`src/rtl/axis_reg_cmd_tx.sv`:
```
// Register-bus command transmitter: buffers write requests and emits
// each as an address word followed immediately by its data word.
module axis_reg_cmd_tx #(
    parameter int REG_ADDR_WIDTH = 4,
    parameter int ADDR_WIDTH     = 12,
    parameter int FIFO_DEPTH     = 4,
    parameter int GAP_CYCLES     = 0
) (
    input  logic                          clk,
    input  logic                          rst,
    input  logic [ADDR_WIDTH-1:0]         req_core_addr,
    input  logic [REG_ADDR_WIDTH-1:0]     req_reg_addr,
    input  logic [31:0]                   req_data,
    input  logic                          req_TVALID,
    output logic                          req_TREADY,
    output logic [31:0]                   cmd_out_TDATA,
    output logic                          cmd_out_TVALID,
    output logic [$clog2(FIFO_DEPTH):0]   fifo_count,
    output logic                          busy
);

    localparam int PW = $clog2(FIFO_DEPTH);
    localparam int CW = PW + 1;
    localparam int AW = ADDR_WIDTH + REG_ADDR_WIDTH;
    localparam int EW = AW + 32;
    localparam int GW = (GAP_CYCLES > 1) ? $clog2(GAP_CYCLES + 1) : 1;

    typedef enum logic [1:0] {IDLE, DATA, GAP} state_t;

    logic [EW-1:0] mem [FIFO_DEPTH];
    logic [PW-1:0] wr_ptr, rd_ptr;
    logic [CW-1:0] count_nxt;
    logic          push, pop;

    logic [EW-1:0]             head;
    logic [ADDR_WIDTH-1:0]     head_core;
    logic [REG_ADDR_WIDTH-1:0] head_reg;
    logic [31:0]               head_data;
    logic [31:0]               addr_word;
    logic [31:0]               hold_data;

    state_t        state, state_nxt;
    logic [GW-1:0] gap_cnt, gap_nxt;
    logic          tvalid_nxt;
    logic [31:0]   tdata_nxt;

    // Ready comes from the count alone so a full FIFO never pushes,
    // even on a cycle that also pops.
    assign req_TREADY = !rst && (fifo_count != CW'(FIFO_DEPTH));
    assign push       = req_TVALID && req_TREADY;

    assign head      = mem[rd_ptr];
    assign head_core = head[EW-1 -: ADDR_WIDTH];
    assign head_reg  = head[32 +: REG_ADDR_WIDTH];
    assign head_data = head[31:0];

    always_comb begin
        addr_word = '0;
        addr_word[AW-1:0] = {head_core, head_reg};
    end

    always_comb begin
        count_nxt = fifo_count;
        if (push && !pop)
            count_nxt = fifo_count + CW'(1);
        else if (pop && !push)
            count_nxt = fifo_count - CW'(1);
    end

    always_ff @(posedge clk) begin
        if (push)
            mem[wr_ptr] <= {req_core_addr, req_reg_addr, req_data};
    end

    // DATA is the cycle the address word is on the bus; it always
    // schedules the data word next, so a command is never split.
    always_comb begin
        state_nxt  = state;
        gap_nxt    = gap_cnt;
        pop        = 1'b0;
        tvalid_nxt = 1'b0;
        tdata_nxt  = cmd_out_TDATA;
        unique case (state)
            IDLE: begin
                if (fifo_count != '0) begin
                    pop        = 1'b1;
                    tvalid_nxt = 1'b1;
                    tdata_nxt  = addr_word;
                    state_nxt  = DATA;
                end
            end
            DATA: begin
                tvalid_nxt = 1'b1;
                tdata_nxt  = hold_data;
                if (GAP_CYCLES == 0) begin
                    state_nxt = IDLE;
                end else begin
                    state_nxt = GAP;
                    gap_nxt   = GW'(GAP_CYCLES);
                end
            end
            GAP: begin
                gap_nxt = gap_cnt - GW'(1);
                if (gap_cnt <= GW'(1)) begin
                    state_nxt = IDLE;
                    gap_nxt   = '0;
                end
            end
            default: state_nxt = IDLE;
        endcase
    end

    always_ff @(posedge clk or posedge rst) begin
        if (rst) begin
            state          <= IDLE;
            gap_cnt        <= '0;
            wr_ptr         <= '0;
            rd_ptr         <= '0;
            fifo_count     <= '0;
            busy           <= 1'b0;
            hold_data      <= '0;
            cmd_out_TDATA  <= '0;
            cmd_out_TVALID <= 1'b0;
        end else begin
            state          <= state_nxt;
            gap_cnt        <= gap_nxt;
            fifo_count     <= count_nxt;
            busy           <= (count_nxt != '0) || (state_nxt != IDLE);
            cmd_out_TDATA  <= tdata_nxt;
            cmd_out_TVALID <= tvalid_nxt;
            if (push)
                wr_ptr <= wr_ptr + PW'(1);
            if (pop) begin
                rd_ptr    <= rd_ptr + PW'(1);
                hold_data <= head_data;
            end
        end
    end

endmodule

```
`config.mk`:
```
export PLATFORM = sky130hd
export DESIGN_NAME = axis_reg_cmd_tx
export DESIGN_NICKNAME = d
export VERILOG_FILES = /design/src/rtl/axis_reg_cmd_tx.sv
export SDC_FILE = /design/constraint.sdc
export NUM_CORES = 1
export LEC_CHECK = 0
export ABC_AREA = 1
export BUFFER_PORTS_ARGS = -buffer_cell sky130_fd_sc_hd__buf_2
export CORE_UTILIZATION = 59
export CTS_CLUSTER_SIZE = 12
export DETAILED_ROUTE_END_ITERATION = 6
export PLACE_DENSITY = 0.84
export SLEW_MARGIN = 20
export SYNTH_ARGS = -nofsm -noshare
export SYNTH_HDL_FRONTEND = slang
export SYNTH_SLANG_ARGS = --single-unit
```
`constraint.sdc`:
```
create_clock -name clk -period 4.5 [get_ports clk]
set_input_delay 0.45 -clock clk [delete_from_list [all_inputs] [get_ports clk]]
set_output_delay 0.45 -clock clk [all_outputs]
set_load 0.01 [all_outputs]
```
# After elaboration in Yosys (flattened, before gate mapping)

Memory sizes are Yosys's and may differ from the RTL's.
Index checks and enable logic that the tools add are counted.

Memories kept: 1
Register bits after elaboration: 76
Bits of input ports: 51
RAM bits: 192
Word-level logic and storage cells: 47
Output and inout port bits: 38

Add/sub/neg operators: 5
Reduce and logical (&&, ||, !) cells: 14
Multiplexer cells: 13
Order comparisons: 1
Equal/unequal tests: 4

Memories:

| memory | words | width | read ports | clocked after Yosys merged registers in | write ports | RTL line | source |
|---|---|---|---|---|---|---|---|
| mem    | 4     | 48    | 1          | 0                                       | 1           | 30       | `logic [EW-1:0] mem [FIFO_DEPTH];` |

Operators by type and width:

| kind                                             | count |
|---|---|
| case mux 32 bit (2 select lines)                 | 1 |
| two-way mux 32 bit                               | 1 |
| two-way mux 3 bit                                | 2 |
| nonzero test 3 bit                               | 2 |
| two-way mux 1 bit                                | 5 |
| adder 2 x 1 -> 2 bit, second input constant      | 2 |
| logical AND 1 bit                                | 4 |
| two-way mux 2 bit                                | 2 |
| case mux 2 bit (2 select lines)                  | 1 |
| nonzero test 2 bit                               | 2 |
| adder 3 x 1 -> 3 bit, second input constant      | 1 |
| logical NOT 1 bit                                | 3 |
| != test 3 bit, second input constant             | 1 |
| subtractor 3 x 1 -> 3 bit, second input constant | 1 |
| == test 2 x 1 -> 1 bit, second input constant    | 1 |
| == test 2 bit, second input constant             | 1 |
| logical NOT 2 bit                                | 1 |
| != test 2 bit, second input constant             | 1 |
| case mux 1 bit (2 select lines)                  | 1 |
| AND reduction 2 bit                              | 1 |
| <= comparator 1 bit, second input constant       | 1 |
| logical OR 1 bit                                 | 1 |
| subtractor 1 bit, second input constant          | 1 |

# Longest topological paths before layout

Gate-level depths: netlist of the first run.

Word-level depth: 9
Gate-level depth with buffers: 11
Gate-level depth less buffers: 11

# Worst setup path after synthesis of the first run

Ideal clock, no wire load.

Kind: input-to-reg
Start: input rst
End: memory mem[0][0] (netlist name), enable pin
Setup time: 454 ps
Data required time: 4,046 ps
Buffers on the path: 0
Cell stages on the path: 3
Slack: -495 ps
Arrival time: 4,541 ps
Cells stage by stage: inv_1 nand3_2 nor2_1

Word-level cells in the longest chain between the ends: 5

RTL lines:

| what                                    | RTL line | source |
|---|---|---|
| start, declared                         | 10       | `input logic rst,` |
| logical NOT 1 bit (no source line)      | -        |  |
| logical AND 1 bit                       | 49       | `assign req_TREADY = !rst && (fifo_count != CW'(FIFO_DEPTH));` |
| logical AND 1 bit                       | 50       | `assign push = req_TVALID && req_TREADY;` |
| two-way mux 1 bit                       | 71       | `if (push)` |
| two-way mux 1 bit (implied by the code) | 72       | `mem[wr_ptr] <= {req_core_addr, req_reg_addr, req_data};` |
| end, declared                           | 30       |  |

No other way between the ends.

# Worst setup path after layout of the first run

Start: register fifo_count[0]
End: memory mem[3][27] (netlist name), enable pin

Word-level cells in the longest chain between the ends: 5

RTL lines:

| what                                    | RTL line | source |
|---|---|---|
| start, declared                         | 18       | `output logic [$clog2(FIFO_DEPTH):0] fifo_count,` |
| start signal, assigned                  | 127      | `fifo_count <= count_nxt;` |
| != test 3 bit                           | 49       |  |
| logical AND 1 bit                       | 49       |  |
| logical AND 1 bit                       | 50       |  |
| two-way mux 1 bit                       | 71       |  |
| two-way mux 1 bit (implied by the code) | 72       |  |

No other way between the ends.

==> results of run 1 <==
-- routing by layer --
layer	vias to the layer above	global-route usage	wire, um
met5	-	0	0
met4	0	0.0789	470
met3	39	0.0342	1200
met2	242	0.405	10300
met1	3120	0.320	8530
li1	2963	-	-
-- cells in the final DEF (no fill, tap or decap), types with 3 or more instances in the layout --
master | netlist | final
a21oi_1 | 17 | 17
nor2_4 | 0 | 5
xor2_1 | 3 | 3
buf_2 | 19 | 88
nor2_1 | 157 | 152
a31oi_1 | 16 | 16
clkbuf_8 | 0 | 4
clkbuf_16 | 0 | 27
buf_4 | 8 | 11
edfxtp_1 | 192 | 192
ha_1 | 7 | 7
o21ai_1 | 3 | 3
nand2_1 | 30 | 29
inv_1 | 33 | 32
o21ai_0 | 126 | 126
dfrtp_1 | 75 | 73
nand3_1 | 20 | 20
o22ai_1 | 32 | 32
clkbuf_1 | 18 | 15
o22a_1 | 16 | 16
nand2_2 | 2 | 3
-- final cells by class --
class / instances / area (um^2) / area share
Sequential cell: 267 / 7640 / 0.661
Inverter: 34 / 131 / 0.0114
Timing Repair Buffer: 99 / 523 / 0.0452
Multi-Input combinational cell: 435 / 2190 / 0.189
Clock buffer: 46 / 787 / 0.0680
Antenna cell: 1 / 2.50 / 0.000216
Clock inverter: 2 / 15.0 / 0.00130
Tap cell: 220 / 275 / 0.0238
-- flip-flops by register name (all words and copies together) (netlist names) --
signal / flops
rd_ptr: 2
busy: 1
hold_data: 32
fifo_count: 3
cmd_out_TDATA: 32
wr_ptr: 2
cmd_out_TVALID: 1
state: 2
mem: 192
-- report_power, final --
| part | leakage [uW] | internal, uW | total [uW] | switching, uW |
|---|---|---|---|---|
| combinational | 0.00131 | 719 | 2150 | 1430 |
| sequential | 0.00264 | 3160 | 3420 | 261 |
| clock | 0.000388 | 1180 | 2030 | 849 |
-- worst register-to-register path: cells and delay by family, from the launching register on --
kind                       cells  cell delay, ns
DFF                            1            0.39
adders and majority gates      1            0.22
and+or+nand+nor                3            1.15
buffers and inverters          2            0.53
-- synth_stat cells --
master,number
a31oi_1,16
xnor2_1,1
nand3_2,2
ha_1,7
o21ai_1,3
xor2_1,3
nor2_1,157
clkbuf_1,18
conb_1,1
buf_4,8
nor2_2,1
buf_1,1
dfrtp_1,75
buf_6,2
nand2_2,2
edfxtp_1,192
inv_4,1
a21oi_1,17
o21ai_2,1
buf_2,19
o22ai_1,32
nand3_1,20
nand2_1,30
inv_1,33
o22a_1,16
o21ai_0,126
-- cells by family (layout without fill, tap and decap cells) --
group / count (synthesis) / in the layout
compound gates: 211 / 211
xor+xnor: 4 / 4
fa+ha+maj: 7 / 7
buf+inv: 82 / 181
flops: 267 / 267
other cells: 1 / 2
simple gates: 212 / 212
-- metrics by stage --
stage	setup slack [ns]	setup TNS, ns	hold slack, ns	total power [uW]
global route	1.72	0	0.128	8020
CTS	1.84	0	0.125	7640
floorplan	-0.495	-95.01	0.483	4950
finish	1.88	0	0.139	7600
detailed placement	1.86	0	0.499	5590
global placement	1.95	0	0.488	5470
-- path summary, 6_finish.rpt --
| path | startpoint | endpoint | slack (ns) | cells after the start |
|---|---|---|---|---|
| max in group asynchronous | rst | rd_ptr[1] | 3.56 | 3 |
| min in group asynchronous | rst | cmd_out_TDATA[18] | 0.27 | 3 |
| hold / removal | req_core_addr[10] | mem[2][46] | 0.14 | 1 |
| hold reg to reg | cmd_out_TDATA[23] | cmd_out_TDATA[23] | 0.51 | 2 |
| setup reg to reg | fifo_count[0] | mem[3][27] | 1.88 | 6 |
| setup / recovery | fifo_count[0] | mem[3][27] | 1.88 | 6 |
==> flow_metrics.env, run 1 <==
export IMPL_design_portCount=89
export IMPL_critPathMaxFanout=30
export IMPL_power_density_mw_per_mm2=657
export IMPL_synthMuxAreaShare=0
export IMPL_worst_pin_slew_ns=1.05
export IMPL_adder_and_majority_cell_fraction_of_the_synthesized_area=0.00861
export IMPL_root_buffer="clkbuf_16"
export IMPL_tritoncts_num_sinks=267
export IMPL_wirelength_um=20500
export IMPL_max_slew_margin=0.301
export IMPL_place_congestion=0.747
export IMPL_cp_num_buf_inv=2
export IMPL_cpLargestDelayFamily="simple AND/OR/NAND/NOR gates"
export IMPL_finalWorstPathRequiredPeriod_ns=2.62
export IMPL_final_area_mm2=0.0116
export IMPL_tritoncts="done"
export IMPL_synth_ff_latch_count=267
export IMPL_finalNonFillerCells=1104
export IMPL_die_area_mm2=0.0178
export IMPL_die_x_um=133
export IMPL_synth_top_area_share=0.567
export IMPL_max_cap_violations=0
export IMPL_setup_viol_count_final=0
export IMPL_post_dp_cell_area_mm2=0.0108
export IMPL_critPathCaptureType="flip-flop"
export IMPL_outcome="finished clean"
export IMPL_synth_top_family_by_area="compound AO/OA/AOI/OAI gates"
export IMPL_grt_overflow_total=0
export IMPL_fin_util=0.693
export IMPL_drt_iter0_drc=480
export IMPL_postCtsHoldBufs=0
export IMPL_post_route_drc_count=0
export IMPL_cts_buffers=27
export IMPL_netlist_area_mm2=0.0102
export IMPL_firstDrtPassIters=5
export IMPL_path_class="flip-flop to flip-flop"
export IMPL_grt_max_degree=98
export IMPL_post_cts_buffers=0
export IMPL_floorplan_rows=47
export IMPL_dp_final_hpwl_um=11800
export IMPL_max_stage_delay_ns=0.82
export IMPL_drt_antenna_violating_nets=0
export IMPL_netlist_cell_type_count=26
export IMPL_slew_violations=0
export IMPL_synthDominantAreaCellType="edfxtp_1"
export IMPL_synth_seq_area_share=0.752
export IMPL_critPathRequiredTime_ns=4.70
export IMPL_synthesis_nets=842
export IMPL_postSynthAreaPerCell_um2=13.0
export IMPL_initial_utilization=0.609
export IMPL_area_delta_synth_final_pct=13.7
export IMPL_synth_compound_area_share=0.116
export IMPL_via_count_of_the_first_global_routing_pass=6457
export IMPL_postCtsResizedCells=0
export IMPL_htreeDepth=1
export IMPL_io_buffer_count=88
export IMPL_finish_net_count=922
export IMPL_wl_per_cell_um=18.6
export IMPL_power_leakage_uw=0.00434
export IMPL_startpoint_type="flip-flop"
export IMPL_via_per_inst=5.76
export IMPL_synth_area_top_cells="edfxtp_1 (57%), dfrtp_1 (18%), o21ai_0 (6.2%), nor2_1 (5.8%), o22ai_1 (2.0%)"
export IMPL_clk_pin_slew_ns=0.06
export IMPL_drive_gt1_frac=0.168
export IMPL_route_vias_total=6364
export IMPL_final_hold_violation_count=0
export IMPL_grt_antenna_before_repair=0
export IMPL_area_share_of_and_or_nand_nor_cells_after_synthesis=0.0827
export IMPL_grt_pass1_wl_um=32800
export IMPL_final_clock_period_utilization_by_the_worst_path=0.581
export IMPL_cpMaxStageDelayCell="nor2_4"
export IMPL_synth_warning_count=0
export IMPL_cts_path_max_buffers=3
export IMPL_irDropWorstVdd_uv=506
export IMPL_core_area_mm2=0.0167
export IMPL_filler_cell_count_in_the_final_layout=1118
export IMPL_arrival_ns=2.82
export IMPL_die_h_um=133
export IMPL_netlist_instances=784
export IMPL_synth_xor_area_frac=0.00345
export IMPL_placedCellCount=1055
export IMPL_fmax_mhz=382
export IMPL_setup_repair_after_global_routing_missed_its_margin="no"
export IMPL_finalClockSkew_ns=0.0103
export IMPL_grt_total_usage=0.238
export IMPL_clock_latency_reported_for_the_late_side_of_the_worst_skew_pair_ns=0.53
export IMPL_crit_chain="inv_1 -> ha_1 -> nand2_1 -> nand3_2 -> nor2_4 -> buf_4"
export IMPL_min_path_type="input pin to flip-flop"
Note: power is estimated with default switching activity, not from simulation.
==> inputs of run 2 (changes only) <==
==> constraint.sdc (replaced) <==
create_clock -name clk -period 2.7 [get_ports clk]
set_input_delay 0.27 -clock clk [delete_from_list [all_inputs] [get_ports clk]]
set_output_delay 0.27 -clock clk [all_outputs]
set_load 0.01 [all_outputs]
==> flow_metrics.env, run 2 (synthesis results as in run 1) <==
export IMPL_die_x_um=133
export IMPL_clk_pin_slew_ns=0.06
export IMPL_ff2ff_path_depth=6
export IMPL_critPathCaptureType="flip-flop"
export IMPL_finish_net_count=975
export IMPL_final_hold_violation_count=0
export IMPL_fmax_mhz=510
export IMPL_place_congestion=0.733
export IMPL_largest_register="mem"
export IMPL_irDropWorstVdd_uv=776
export IMPL_ff_latch_area_mm2=0.00764
export IMPL_drive_gt1_frac=0.165
export IMPL_area_delta_synth_final_pct=19.4
export IMPL_fin_tns_setup_ns=0
export IMPL_core_area_mm2=0.0167
export IMPL_final_clock_period_utilization_by_the_worst_path=0.726
export IMPL_multiInputGateArea_mm2=0.00219
export IMPL_mostFrequentLayoutCell="edfxtp_1"
export IMPL_io_buffer_count=88
export IMPL_design_portCount=89
export IMPL_finalClockSkew_ns=0.0144
export IMPL_firstDrtPassIters=5
export IMPL_startpoint_type="flip-flop"
export IMPL_route_vias_total=6648
export IMPL_grt_overflow_total=0
export IMPL_reg_top3="mem x192, cmd_out_TDATA x32, hold_data x32"
export IMPL_htreeDepth=1
export IMPL_finalPower_uw=12900
export IMPL_worst_pin_slew_ns=0.987
export IMPL_power_density_mw_per_mm2=1060
export IMPL_post_route_drc_count=0
export IMPL_fin_hold_ws_ns=0.131
export IMPL_arrival_ns=2.14
export IMPL_grt_total_usage=0.252
export IMPL_filler_cell_count_in_the_final_layout=1094
export IMPL_power_leakage_uw=0.00458
export IMPL_drt_antenna_violating_nets=0
export IMPL_wirelength_um=21500
export IMPL_layout_common_cells="edfxtp_1 (192), nor2_1 (152), o21ai_0 (126), buf_2 (88), dfrtp_1 (73)"
export IMPL_max_slew_margin=0.342
export IMPL_wl_per_cell_um=18.6
export IMPL_root_buffer="clkbuf_16"
export IMPL_tritoncts="done"
export IMPL_path_class="flip-flop to flip-flop"
export IMPL_floorplan_rows=47
export IMPL_grt_antenna_before_repair=0
export IMPL_fin_util=0.727
export IMPL_placedCellCount=1060
export IMPL_tritoncts_num_sinks=267
export IMPL_critPathMaxFanout=27
export IMPL_drt_iter0_drc=605
export IMPL_outcome="finished clean"
export IMPL_finalNonFillerCells=1158
export IMPL_slew_violations=0
export IMPL_grt_pass1_wl_um=34400
export IMPL_via_per_inst=5.74
export IMPL_via_count_of_the_first_global_routing_pass=6651
export IMPL_setup_repair_after_global_routing_missed_its_margin="no"
export IMPL_cts_path_max_buffers=3
export IMPL_clock_latency_reported_for_the_late_side_of_the_worst_skew_pair_ns=0.53
export IMPL_die_h_um=133
export IMPL_grt_max_degree=98
export IMPL_initial_utilization=0.609
export IMPL_max_cap_violations=0
export IMPL_largest_reg_flops=192
export IMPL_min_path_type="input pin to async pin"
export IMPL_post_cts_buffers=0
export IMPL_finalWorstPathRequiredPeriod_ns=1.96
export IMPL_dp_final_hpwl_um=11400
export IMPL_cts_buffers=27
export IMPL_die_area_mm2=0.0178
export IMPL_setup_viol_count_final=0
export IMPL_critPathRequiredTime_ns=2.88
[run 2: cell types whose count changed in the layout (fill, tap and decap cells not counted), sizes merged]
cell and change:
buf +5, clkbuf -1, clkinv +2, clkinvlp +1
dlygate4sd3 +48, inv -1
[run 2: path summary, 6_finish.rpt]
| path | start | endpoint | slack, ns |
|---|---|---|---|
| worst min register to register | cmd_out_TDATA[19] | cmd_out_TDATA[19] | 0.50 |
| min in group clk | req_TVALID | wr_ptr[1] | 0.17 |
| worst min-delay path | rst | cmd_out_TDATA[0] | 0.13 |
| worst max-delay path | fifo_count[0] | mem[3][43] | 0.74 |
| worst max register to register | fifo_count[0] | mem[3][43] | 0.74 |
| max in group asynchronous | rst | rd_ptr[1] | 1.90 |
[run 2: cell type report]
cell class | count | share of cell area
flip-flops and latches | 267 | 0.630
multi-input cells | 435 | 0.180
repair buffers | 152 | 0.0899
clock buffers | 45 | 0.0645
well taps | 220 | 0.0227
inverters | 34 | 0.0110
clock inverters | 4 | 0.00196
diodes | 1 | 0.000206
[run 2: stage by stage]
step	setup WS (ns)	area, um^2
after floorplan	-0.459	10200
after global placement	0.833	10900
after detailed placement	0.760	10900
after CTS	0.737	12100
after global routing	0.602	12100
final	0.740	12100
[run 2: power breakdown]
part	total, uW	switching [uW]	internal, uW
clock network	3420	1450	1960
registers	5640	372	5270
logic	3830	2510	1320
total	12900	4340	8550
[run 2: layer usage]
| layer | global-route usage | routed length, um | part of all wire | vias up |
|---|---|---|---|---|
| li1 | - | - | - | 3064 |
| met1 | 0.343 | 8770 | 0.41 | 3249 |
| met2 | 0.425 | 10900 | 0.51 | 285 |
| met3 | 0.0354 | 1350 | 0.063 | 50 |
| met4 | 0.0814 | 512 | 0.024 | 0 |
| met5 | 0 | 0 | 0 | - |
[run 2: worst max-delay path: stages (launching register included)]
cell and delay [ns]:
dfrtp_1 0.38, inv_1 0.09, ha_1 0.21, nand2_1 0.09, nand3_2 0.25, nor2_4 0.17
buf_4 0.39
[run 2: repair_timing]
action / in CTS / in global routing
resized for setup: 0 / 0
hold endpoints to repair: 192 / 0
hold buffers: 48 / 0
==> inputs of run 3 (changes only) <==
--- a/config.mk
+++ b/config.mk
@@ -5,7 +5,7 @@
 export SDC_FILE = /design/constraint.sdc
 export NUM_CORES = 1
 export LEC_CHECK = 0
-export ABC_AREA = 1
+export ABC_AREA = 0
 export BUFFER_PORTS_ARGS = -buffer_cell sky130_fd_sc_hd__buf_2
 export CORE_UTILIZATION = 59
 export CTS_CLUSTER_SIZE = 12
==> constraint.sdc (replaced) <==
create_clock -name clk -period 1.9 [get_ports clk]
set_input_delay 0.19 -clock clk [delete_from_list [all_inputs] [get_ports clk]]
set_output_delay 0.19 -clock clk [all_outputs]
set_load 0.01 [all_outputs]
==> flow_metrics.env, run 3 <==
export IMPL_adder_and_majority_cell_fraction_of_the_synthesized_area=0.00972
export IMPL_core_area_mm2=0.0166
export IMPL_postSynth_topFlopCell="edfxtp_1"
export IMPL_synth_seq_area_share=0.761
export IMPL_grt_pass1_wl_um=31700
export IMPL_die_h_um=132
export IMPL_via_per_inst=5.73
export IMPL_clk_pin_slew_ns=0.06
export IMPL_io_buffer_count=88
export IMPL_layout_common_cells="edfxtp_1 (192), nand2_1 (99), buf_2 (88), dfrtp_1 (72), dlygate4sd3_1 (49)"
export IMPL_grt_overflow_total=0
export IMPL_outcome="finished clean"
export IMPL_power_leakage_uw=0.00466
export IMPL_initial_utilization=0.605
export IMPL_synth_enable_flop_cells=192
export IMPL_fin_tns_setup_ns=0
export IMPL_post_route_drc_count=0
export IMPL_clockPowerShare=0.277
export IMPL_setup_viol_count_final=0
export IMPL_clock_latency_reported_for_the_late_side_of_the_worst_skew_pair_ns=0.53
export IMPL_insertedDiodeCount=0
export IMPL_startpoint_type="flip-flop"
export IMPL_worst_pin_slew_ns=0.556
export IMPL_setup_repair_after_global_routing_missed_its_margin="no"
export IMPL_htreeDepth=1
export IMPL_place_congestion=0.811
export IMPL_final_clock_period_utilization_by_the_worst_path=0.919
export IMPL_arrival_ns=2.18
export IMPL_postSynthAreaPerCell_um2=18.7
export IMPL_tritoncts_num_sinks=267
export IMPL_comb_power_frac=0.268
export IMPL_pwr_share_seq=0.456
export IMPL_post_dp_cell_area_mm2=0.0109
export IMPL_synth_top_area_share=0.574
export IMPL_cts_path_max_buffers=3
export IMPL_synth_ff_latch_count=267
export IMPL_post_cts_buffers=0
export IMPL_final_hold_violation_count=0
export IMPL_finalClockSkew_ns=0.0223
export IMPL_design_portCount=89
export IMPL_synth_compound_area_share=0.0378
export IMPL_netlist_instances=536
export IMPL_critPathCaptureType="flip-flop"
export IMPL_power_density_mw_per_mm2=1450
export IMPL_synthDominantAreaCellType="edfxtp_1"
export IMPL_internal_power_uw=12700
export IMPL_synth_area_top_cells="edfxtp_1 (57%), dfrtp_1 (19%), mux4_2 (11%), nand2_1 (3.7%), o221a_2 (1.8%)"
export IMPL_fmax_mhz=573
export IMPL_power_switching_uw=5140
export IMPL_post_synth_top_count_cell="edfxtp_1"
export IMPL_max_cap_violations=0
export IMPL_path_class="flip-flop to flip-flop"
export IMPL_via_count_of_the_first_global_routing_pass=5791
export IMPL_dp_final_hpwl_um=11900
export IMPL_floorplan_rows=47
export IMPL_max_slew_margin=0.629
export IMPL_wirelength_um=20100
export IMPL_synth_xor_area_frac=0.00523
export IMPL_min_path_type="input pin to flip-flop"
export IMPL_drive_gt1_frac=0.313
export IMPL_route_vias_total=5403
export IMPL_synth_cells_most_frequent="edfxtp_1 (192), nand2_1 (99), dfrtp_1 (75), mux4_2 (48), nand2b_1 (17)"
export IMPL_largest_reg_flops=192
export IMPL_grt_max_degree=54
export IMPL_root_buffer="clkbuf_16"
export IMPL_area_delta_synth_final_pct=22.1
export IMPL_cts_buffers=27
export IMPL_finish_net_count=760
export IMPL_netlist_area_mm2=0.0100
export IMPL_grt_antenna_before_repair=0
export IMPL_slew_violations=0
export IMPL_finalWorstPathRequiredPeriod_ns=1.75
export IMPL_wl_per_cell_um=21.3
export IMPL_critPathRequiredTime_ns=2.34
export IMPL_mostFrequentLayoutCell="edfxtp_1"
export IMPL_netlist_cell_type_count=37
export IMPL_final_area_mm2=0.0123
export IMPL_filler_cell_count_in_the_final_layout=952
export IMPL_irDropWorstVdd_uv=873
export IMPL_reg_top3="mem x192, cmd_out_TDATA x32, hold_data x32"
export IMPL_synthMuxAreaShare=0.109
export IMPL_die_x_um=132
export IMPL_synthesis_nets=594
export IMPL_firstDrtPassIters=5
export IMPL_power_share_switching=0.289
export IMPL_die_area_mm2=0.0175
export IMPL_synth_top_family_by_area="multiplexers"
export IMPL_drt_antenna_violating_nets=0
export IMPL_grt_total_usage=0.241
export IMPL_critPathMaxFanout=28
export IMPL_synth_warning_count=0
export IMPL_tritoncts="done"
export IMPL_area_share_of_and_or_nand_nor_cells_after_synthesis=0.0572
export IMPL_synthArstFlopShare=0.281
export IMPL_largest_register="mem"
export IMPL_drt_iter0_drc=408
==> run 3: changes by cell type in the layout (fill, tap and decap cells not counted), sizes merged, moves of 21 or more <==
cell   before  now
o21ai     130    2
nor2      158    2
o22ai      32    2
nand2      32  100
inv        34    6
mux4        0   48
nand3      22    1
==> run 3: through the flow <==
step	hold slack (ns)	worst slack (ns)	instances	utilization	power [uW]
2_1_floorplan	0.289	0.00771	536	-	11200
3_3_place_gp	0.351	0.203	844	0.660	12600
3_5_place_dp	0.368	0.115	844	0.660	12800
4_1_cts	0.208	0.0306	943	0.739	17900
5_1_grt	0.254	0.0676	943	0.739	18600
6_report	0.237	0.154	943	0.739	17800
==> run 3: final timing paths <==
kind | depth (start not counted) | slack (ns) | end | start
setup / recovery | 8 | 0.15 | rd_ptr[1] | fifo_count[1]
hold / removal | 4 | 0.24 | busy | req_TVALID
setup reg to reg | 8 | 0.15 | rd_ptr[1] | fifo_count[1]
hold reg to reg | 2 | 0.47 | hold_data[5] | hold_data[5]
max in group asynchronous | 4 | 1.04 | rd_ptr[0] | rst
min in group asynchronous | 4 | 0.37 | cmd_out_TDATA[23] | rst
==> run 3: area by class of cell <==
cell class / instances / area (um^2) / share of cell area
clock inverters: 4 / 51.3 / 0.00419
inverters: 7 / 46.3 / 0.00378
flip-flops and latches: 267 / 7650 / 0.624
well taps: 220 / 275 / 0.0225
multi-input cells: 236 / 2240 / 0.183
repair buffers: 163 / 1230 / 0.100
clock buffers: 46 / 767 / 0.0626
==> run 3: cells by family (layout without fill, tap and decap cells) <==
| logic type | after synthesis | in the layout |
|---|---|---|
| simple gates | 130 | 130 |
| other cells | 1 | 1 |
| xor+xnor | 6 | 6 |
| fa+ha+maj | 8 | 8 |
| mux | 49 | 49 |
| flops | 267 | 267 |
| compound gates | 42 | 42 |
| buf+inv | 33 | 220 |
==> run 3: critical path: stages, from the launching register on <==
cell and delay [ns]:
dfrtp_1 0.40, inv_1 0.16, ha_4 0.20, nand2b_4 0.07, nand2_2 0.12, clkinvlp_4 0.23, buf_12 0.24, nand2_1 0.10
xnor2_1 0.13
==> run 3: power groups by stage <==
stage	Clock, uW	Sequential (uW)	Combinational (uW)
floorplan	0	8070	3140
global placement	0	8110	4480
detailed placement	0	8170	4650
CTS	5000	8100	4810
global route	5230	8200	5150
finish	4930	8120	4770
==> run 3: what timing repair did <==
item                       CTS  global route
setup endpoints to repair    0            17
hold endpoints to repair   267             0
hold buffers                49             0
resized for setup            0             2
==> run 3: metal layers <==
layer | routed length [um] | global-route usage | up-vias
li1 | - | - | 2385
met1 | 8110 | 0.318 | 2763
met2 | 10300 | 0.409 | 210
met3 | 1150 | 0.0387 | 45
met4 | 534 | 0.0888 | 0
met5 | 0 | 0 | -
